===== src/rtl/sobel_row_sequencer.sv =====
// Strip-by-strip row sequencer for the Sobel core: generates read/write addresses
// and handshakes, one row read then one NUM_ACC-byte result write per output row.
module sobel_row_sequencer #(
  parameter int NUM_ACC    = 8,
  parameter int ADDR_WIDTH = 32,
  parameter int DIM_WIDTH  = 12
) (
  input  logic                  clk,
  input  logic                  reset_n,
  input  logic                  go,
  input  logic [DIM_WIDTH-1:0]  img_cols,
  input  logic [DIM_WIDTH-1:0]  img_rows,
  input  logic [ADDR_WIDTH-1:0] in_base,
  input  logic [ADDR_WIDTH-1:0] out_base,
  output logic                  rd_req,
  output logic [ADDR_WIDTH-1:0] rd_addr,
  input  logic                  rd_ack,
  output logic                  srow_shift,
  output logic                  wr_req,
  output logic [ADDR_WIDTH-1:0] wr_addr,
  input  logic                  wr_ack,
  output logic                  busy,
  output logic                  done,
  output logic                  cfg_err
);

  typedef enum logic [2:0] {
    S_IDLE, S_RD, S_CALC, S_WR, S_NEXT, S_DONE
  } state_t;

  localparam logic [DIM_WIDTH-1:0] STRIP_W = DIM_WIDTH'(NUM_ACC + 2);
  localparam logic [DIM_WIDTH-1:0] STEP    = DIM_WIDTH'(NUM_ACC);
  localparam logic [DIM_WIDTH-1:0] TWO     = DIM_WIDTH'(2);
  localparam logic [DIM_WIDTH-1:0] THREE   = DIM_WIDTH'(3);

  state_t                state_q, state_d;
  logic [DIM_WIDTH-1:0]  cols_q, cols_d;
  logic [DIM_WIDTH-1:0]  rows_q, rows_d;
  logic [ADDR_WIDTH-1:0] in_base_q, in_base_d;
  logic [ADDR_WIDTH-1:0] out_base_q, out_base_d;
  logic [DIM_WIDTH-1:0]  col_q, col_d;
  logic [DIM_WIDTH-1:0]  rows_loaded_q, rows_loaded_d;
  logic [ADDR_WIDTH-1:0] row_off_q, row_off_d;
  logic [ADDR_WIDTH-1:0] wr_off_q, wr_off_d;
  logic                  err_q, err_d;
  logic                  rd_req_q, rd_req_d;
  logic [ADDR_WIDTH-1:0] rd_addr_q, rd_addr_d;
  logic                  wr_req_q, wr_req_d;
  logic [ADDR_WIDTH-1:0] wr_addr_q, wr_addr_d;
  logic [DIM_WIDTH-1:0]  col_step, col_last;

  // Next strip start, clamped so the final strip ends exactly on the right edge
  assign col_step = col_q + STEP;
  assign col_last = cols_q - STRIP_W;

  always_ff @(posedge clk or negedge reset_n) begin
    if (!reset_n) begin
      state_q       <= S_IDLE;
      cols_q        <= '0;
      rows_q        <= '0;
      in_base_q     <= '0;
      out_base_q    <= '0;
      col_q         <= '0;
      rows_loaded_q <= '0;
      row_off_q     <= '0;
      wr_off_q      <= '0;
      err_q         <= 1'b0;
      rd_req_q      <= 1'b0;
      rd_addr_q     <= '0;
      wr_req_q      <= 1'b0;
      wr_addr_q     <= '0;
    end else begin
      state_q       <= state_d;
      cols_q        <= cols_d;
      rows_q        <= rows_d;
      in_base_q     <= in_base_d;
      out_base_q    <= out_base_d;
      col_q         <= col_d;
      rows_loaded_q <= rows_loaded_d;
      row_off_q     <= row_off_d;
      wr_off_q      <= wr_off_d;
      err_q         <= err_d;
      rd_req_q      <= rd_req_d;
      rd_addr_q     <= rd_addr_d;
      wr_req_q      <= wr_req_d;
      wr_addr_q     <= wr_addr_d;
    end
  end

  always_comb begin
    state_d       = state_q;
    cols_d        = cols_q;
    rows_d        = rows_q;
    in_base_d     = in_base_q;
    out_base_d    = out_base_q;
    col_d         = col_q;
    rows_loaded_d = rows_loaded_q;
    row_off_d     = row_off_q;
    wr_off_d      = wr_off_q;
    err_d         = err_q;
    case (state_q)
      S_IDLE: begin
        if (go) begin
          cols_d        = img_cols;
          rows_d        = img_rows;
          in_base_d     = in_base;
          out_base_d    = out_base;
          col_d         = '0;
          rows_loaded_d = '0;
          row_off_d     = '0;
          wr_off_d      = '0;
          if (img_cols < STRIP_W || img_rows < THREE) begin
            err_d   = 1'b1;
            state_d = S_DONE;
          end else begin
            err_d   = 1'b0;
            state_d = S_RD;
          end
        end
      end
      S_RD: begin
        if (rd_ack) begin
          rows_loaded_d = rows_loaded_q + 1'b1;
          row_off_d     = row_off_q + ADDR_WIDTH'(cols_q);
          // Write offset trails the read offset by three rows
          if (rows_loaded_q >= THREE) begin
            wr_off_d = wr_off_q + ADDR_WIDTH'(cols_q);
          end
          if (rows_loaded_q >= TWO) begin
            state_d = S_CALC;
          end
        end
      end
      S_CALC: state_d = S_WR;
      S_WR: begin
        if (wr_ack) begin
          state_d = (rows_loaded_q == rows_q) ? S_NEXT : S_RD;
        end
      end
      S_NEXT: begin
        if (col_q + STRIP_W == cols_q) begin
          state_d = S_DONE;
        end else begin
          col_d         = (col_step > col_last) ? col_last : col_step;
          rows_loaded_d = '0;
          row_off_d     = '0;
          wr_off_d      = '0;
          state_d       = S_RD;
        end
      end
      S_DONE:  state_d = S_IDLE;
      default: state_d = S_IDLE;
    endcase
  end

  always_comb begin
    rd_req_d   = (state_d == S_RD);
    rd_addr_d  = rd_req_d ? (in_base_d + row_off_d + ADDR_WIDTH'(col_d)) : '0;
    wr_req_d   = (state_d == S_WR);
    wr_addr_d  = wr_req_d ? (out_base_d + wr_off_d + ADDR_WIDTH'(col_d) + ADDR_WIDTH'(1)) : '0;
    rd_req     = rd_req_q;
    rd_addr    = rd_addr_q;
    wr_req     = wr_req_q;
    wr_addr    = wr_addr_q;
    srow_shift = (state_q == S_RD) && rd_ack;
    busy       = (state_q != S_IDLE);
    done       = (state_q == S_DONE);
    cfg_err    = (state_q == S_DONE) && err_q;
  end

endmodule


===== config.mk =====
export PLATFORM = sky130hd
export DESIGN_NAME = sobel_row_sequencer
export DESIGN_NICKNAME = d
export VERILOG_FILES = /design/src/rtl/sobel_row_sequencer.sv
export SDC_FILE = /design/constraint.sdc
export NUM_CORES = 1
export LEC_CHECK = 0
export ABC_AREA = 1
export CAP_MARGIN = 20
export CELL_PAD_IN_SITES_DETAIL_PLACEMENT = 0
export CELL_PAD_IN_SITES_GLOBAL_PLACEMENT = 1
export CORE_MARGIN = 2
export CORE_UTILIZATION = 43
export CTS_CLUSTER_SIZE = 40
export DETAILED_ROUTE_END_ITERATION = 6
export PLACE_DENSITY = 0.79
export SYNTH_ARGS = -nofsm -noshare
export SYNTH_HDL_FRONTEND = slang
export SYNTH_SLANG_ARGS = --single-unit
export TNS_END_PERCENT = 10

===== constraint.sdc =====
create_clock -name clk -period 6.2 [get_ports clk]
set_input_delay 1.24 -clock clk [delete_from_list [all_inputs] [get_ports clk]]
set_output_delay 1.24 -clock clk [all_outputs]
set_load 0.03 [all_outputs]

==> reports/metrics.csv <==
metric,value,unit
first-pass GRT wire length,85060,um
Flop pwr share,23.4,%
Critical Path AT,6.13,ns
Slew headroom,34.71,%
Ys Warns,0,
# placed instances,2941,
Final Hold Viols,0,
Post-synth top flop,dfrtp_1,
Initial Utilization,43.35,%
vias in the first global route,15630,
Max-Cap Viols,0,
initial antenna violation count,0,
Yosys reg bits,246,
# nets final,2710,
ys async rst share,100.0,%
Final min period,5.708,ns
CP endpoint kind,flop,
Vias per Instance,5.242,
Hold Crit Depth,2,
fillcell total,3915,
hold path start,in_base_q[29]$_DFF_PN0_,
Slowest cell on crit path,fa_1,
R2R Path Start,cols_q[1]$_DFFE_PN0P_,
Leakage,0.01004,uW
full die area,41390,sq um
Row Count,73,
ant diodes,0,
top cell type's share of synthesized area,35.99,%
Synth area leader,dfrtp_1,
IO Pins,163,
pin count of the biggest net entering global routing,115,
status,"complete, no violations",
net count after synthesis,2512,
DR iter-0 viols,880,
Die Span X,203.4,um
htree depth,1,
final wirelength,53480,um
CTS tree,yes,
Worst setup SP type,flop,
fmax,0.1752,GHz
max-slew violations,0,
global route total overflow,0,
detailed-route wire length on metal 1,24430,um
Worst-Margin Slew,0.9794,ns
Crit path largest cell delay,0.55,ns
fin crit share,92.07,%
CORE AREA,39460,sq um
post-synth design cell area,17110,sq um
root buffer cell,clkbuf_16,
met2 WL,24820,um
P&R area growth vs syn,20.97,%
clk_skew,0.008916,ns
final setup vio count,0,
Mean Syn Cell Area,7.602,sq um
most common cell in the netlist,nand2_1,
Num CTS Buffers,29,
sequential-to-total area share from yosys stat,35.99,%
drt wl/cell,17.87,um
fraction of layout cells with a size suffix above 1,6.605,%
ANT nets after route,0,
Syn Inst Count,2250,
synth unique cells,59,
Post-DP HPWL,41630,um
most frequent cells after synthesis,"635 x nand2_1, 246 x dfrtp_1, 234 x inv_1",
DR DRC count,0,
worst reg2reg endpoint,wr_addr[22]$_DFF_PN0_,
WL met3,2517,um
die height,203.4,um
# port buffers,162,
worst reg2reg path depth,35,
Worst VDD drop,0.0002459,V
Crit Path Max Fanout,6,
1st-pass router iterations,5,
WHS Endpoint,in_base_q[29]$_DFF_PN0_,
Power Internal,5718,uW
RSZ-0062 raised after global routing,false,
GRT Overall Usage,26.16,%
combinational fraction of design power,58.6,%
CTS Sinks,246,
Clock Latency Late Sink,0.57,ns
clock transition at the registers of the reported paths,0.06,ns
gpl congestion,0.9358,
"top cells by area, synth","dfrtp_1 36%, nand2_1 14%, ha_1 10%",
"Req. time, crit path",6.62,ns
fin cells,2993,
CP Class,reg2reg,
DR vias,15690,
Post-synth EDFFs,0,
clock buffer depth,3,
Clk pwr share,17.9,%
NetSw,5368,uW
setup TNS,0,ns
hold_ws,0.4829,ns
worst min-delay path class,reg2reg,
pwr dens,535.8,nW/um^2
Net Sw Frac,48.42,%
max layer used,met4,
R2R setup slack,0.49,ns
cell repeated most along the worst path,nand2_1,
[metal layers]
| metal | vias up | track usage [%] |
|---|---|---|
| met1 | 7431 | 35.86 |
| met3 | 86 | 3.212 |
| met2 | 362 | 42.98 |
| met4 | 0 | 8.681 |
| li1 | 7810 | - |
| met5 | - | 0 |
[worst max-delay path by stage]
stage,from,cells past startpoint,to
6_report,cols_q[1]$_DFFE_PN0P_,35,wr_addr[22]$_DFF_PN0_
3_5_place_dp,cols_q[1]$_DFFE_PN0P_,30,wr_addr[27]$_DFF_PN0_
4_1_cts,cols_q[1]$_DFFE_PN0P_,31,wr_addr[20]$_DFF_PN0_
2_1_floorplan,cols_q[1]$_DFFE_PN0P_,32,wr_addr[30]$_DFF_PN0_
5_1_grt,cols_q[1]$_DFFE_PN0P_,32,rd_addr[22]$_DFF_PN0_
3_3_place_gp,cols_q[1]$_DFFE_PN0P_,31,wr_addr[20]$_DFF_PN0_
[layout by cell type (no fill, tap or decap), drive strengths merged, types with 40 or more instances in the layout]
master | Yosys | final
nand2 | 638 | 638
dfrtp | 246 | 246
inv | 244 | 245
nor2 | 216 | 216
o21ai | 163 | 163
clkdlybuf4s50 | 0 | 161
ha | 142 | 142
a21oi | 135 | 135
nand3 | 107 | 107
buf | 19 | 47
nor3 | 46 | 46
xor2 | 42 | 42
xnor2 | 40 | 40
[state kept, by name, summed over array words and instances (netlist names)]
signal and count:
rd_req 1, col_q 12, rows_q 12, rd_addr 32, out_base_q 32, wr_off_q 32
row_off_q 32, wr_req 1, state_q 3, wr_addr 32, in_base_q 32, err_q 1
rows_loaded_q 12, cols_q 12
[critical path, delay by kind of cell, from the launching register on]
kind / cells / cell delay, ns
and+or+nand+nor: 15 / 1.59
adders and majority gates: 4 / 1.46
buffers and inverters: 9 / 0.98
AOI/OAI and AO/OA: 5 / 0.85
DFF: 1 / 0.46
xor gates and xnor gates: 2 / 0.21
[final cells by class]
type	instances	area, sq um	share of cell area [%]
Timing Repair Buffer	208	1984	9.590
Tap cell	525	656.9	3.175
Multi-Input combinational cell	1717	9862	47.66
Sequential cell	246	6157	29.76
Clock inverter	18	335.3	1.621
Clock buffer	33	770.7	3.725
Inverter	246	925.9	4.475
[power by group through the flow]
stage / Sequential [uW] / Combinational, uW / Clock (uW)
finish: 2600 / 6500 / 1990
global route: 2660 / 7320 / 2100
CTS: 2590 / 6520 / 2030
detailed placement: 2610 / 6470 / 0
global placement: 2600 / 6460 / 0
floorplan: 2770 / 4270 / 0
[cell families (layout without fill, tap and decap cells)]
kind of cell	after synthesis	count (layout)	synth area share (%)
AOI/OAI and AO/OA	403	403	13.69
DFF	246	246	35.99
buffers and inverters	287	505	6.686
adders and majority gates	169	169	13.55
xor gates and xnor gates	82	82	4.199
and+or+nand+nor	1063	1063	25.89
[what timing repair did]
| item | CTS | global route |
|---|---|---|
| setup buffers | 0 | 1 |
| setup endpoints to repair | 0 | 39 |
| hold buffers | 0 | 0 |
| hold endpoints to repair | 0 | 0 |
| gates resized for setup | 0 | 15 |
[per-stage QoR]
step	power [uW]	utilization, %	area, sq um	setup slack [ns]
floorplan	7045	-	17110	0.8426
global placement	9061	49.49	19530	0.2673
detailed placement	9080	49.49	19530	0.2421
CTS	11140	52.30	20630	0.1800
global route	12070	52.44	20690	0.01799
finish	11090	52.44	20690	0.4918
Note: power is estimated with default switching activity, not from simulation.
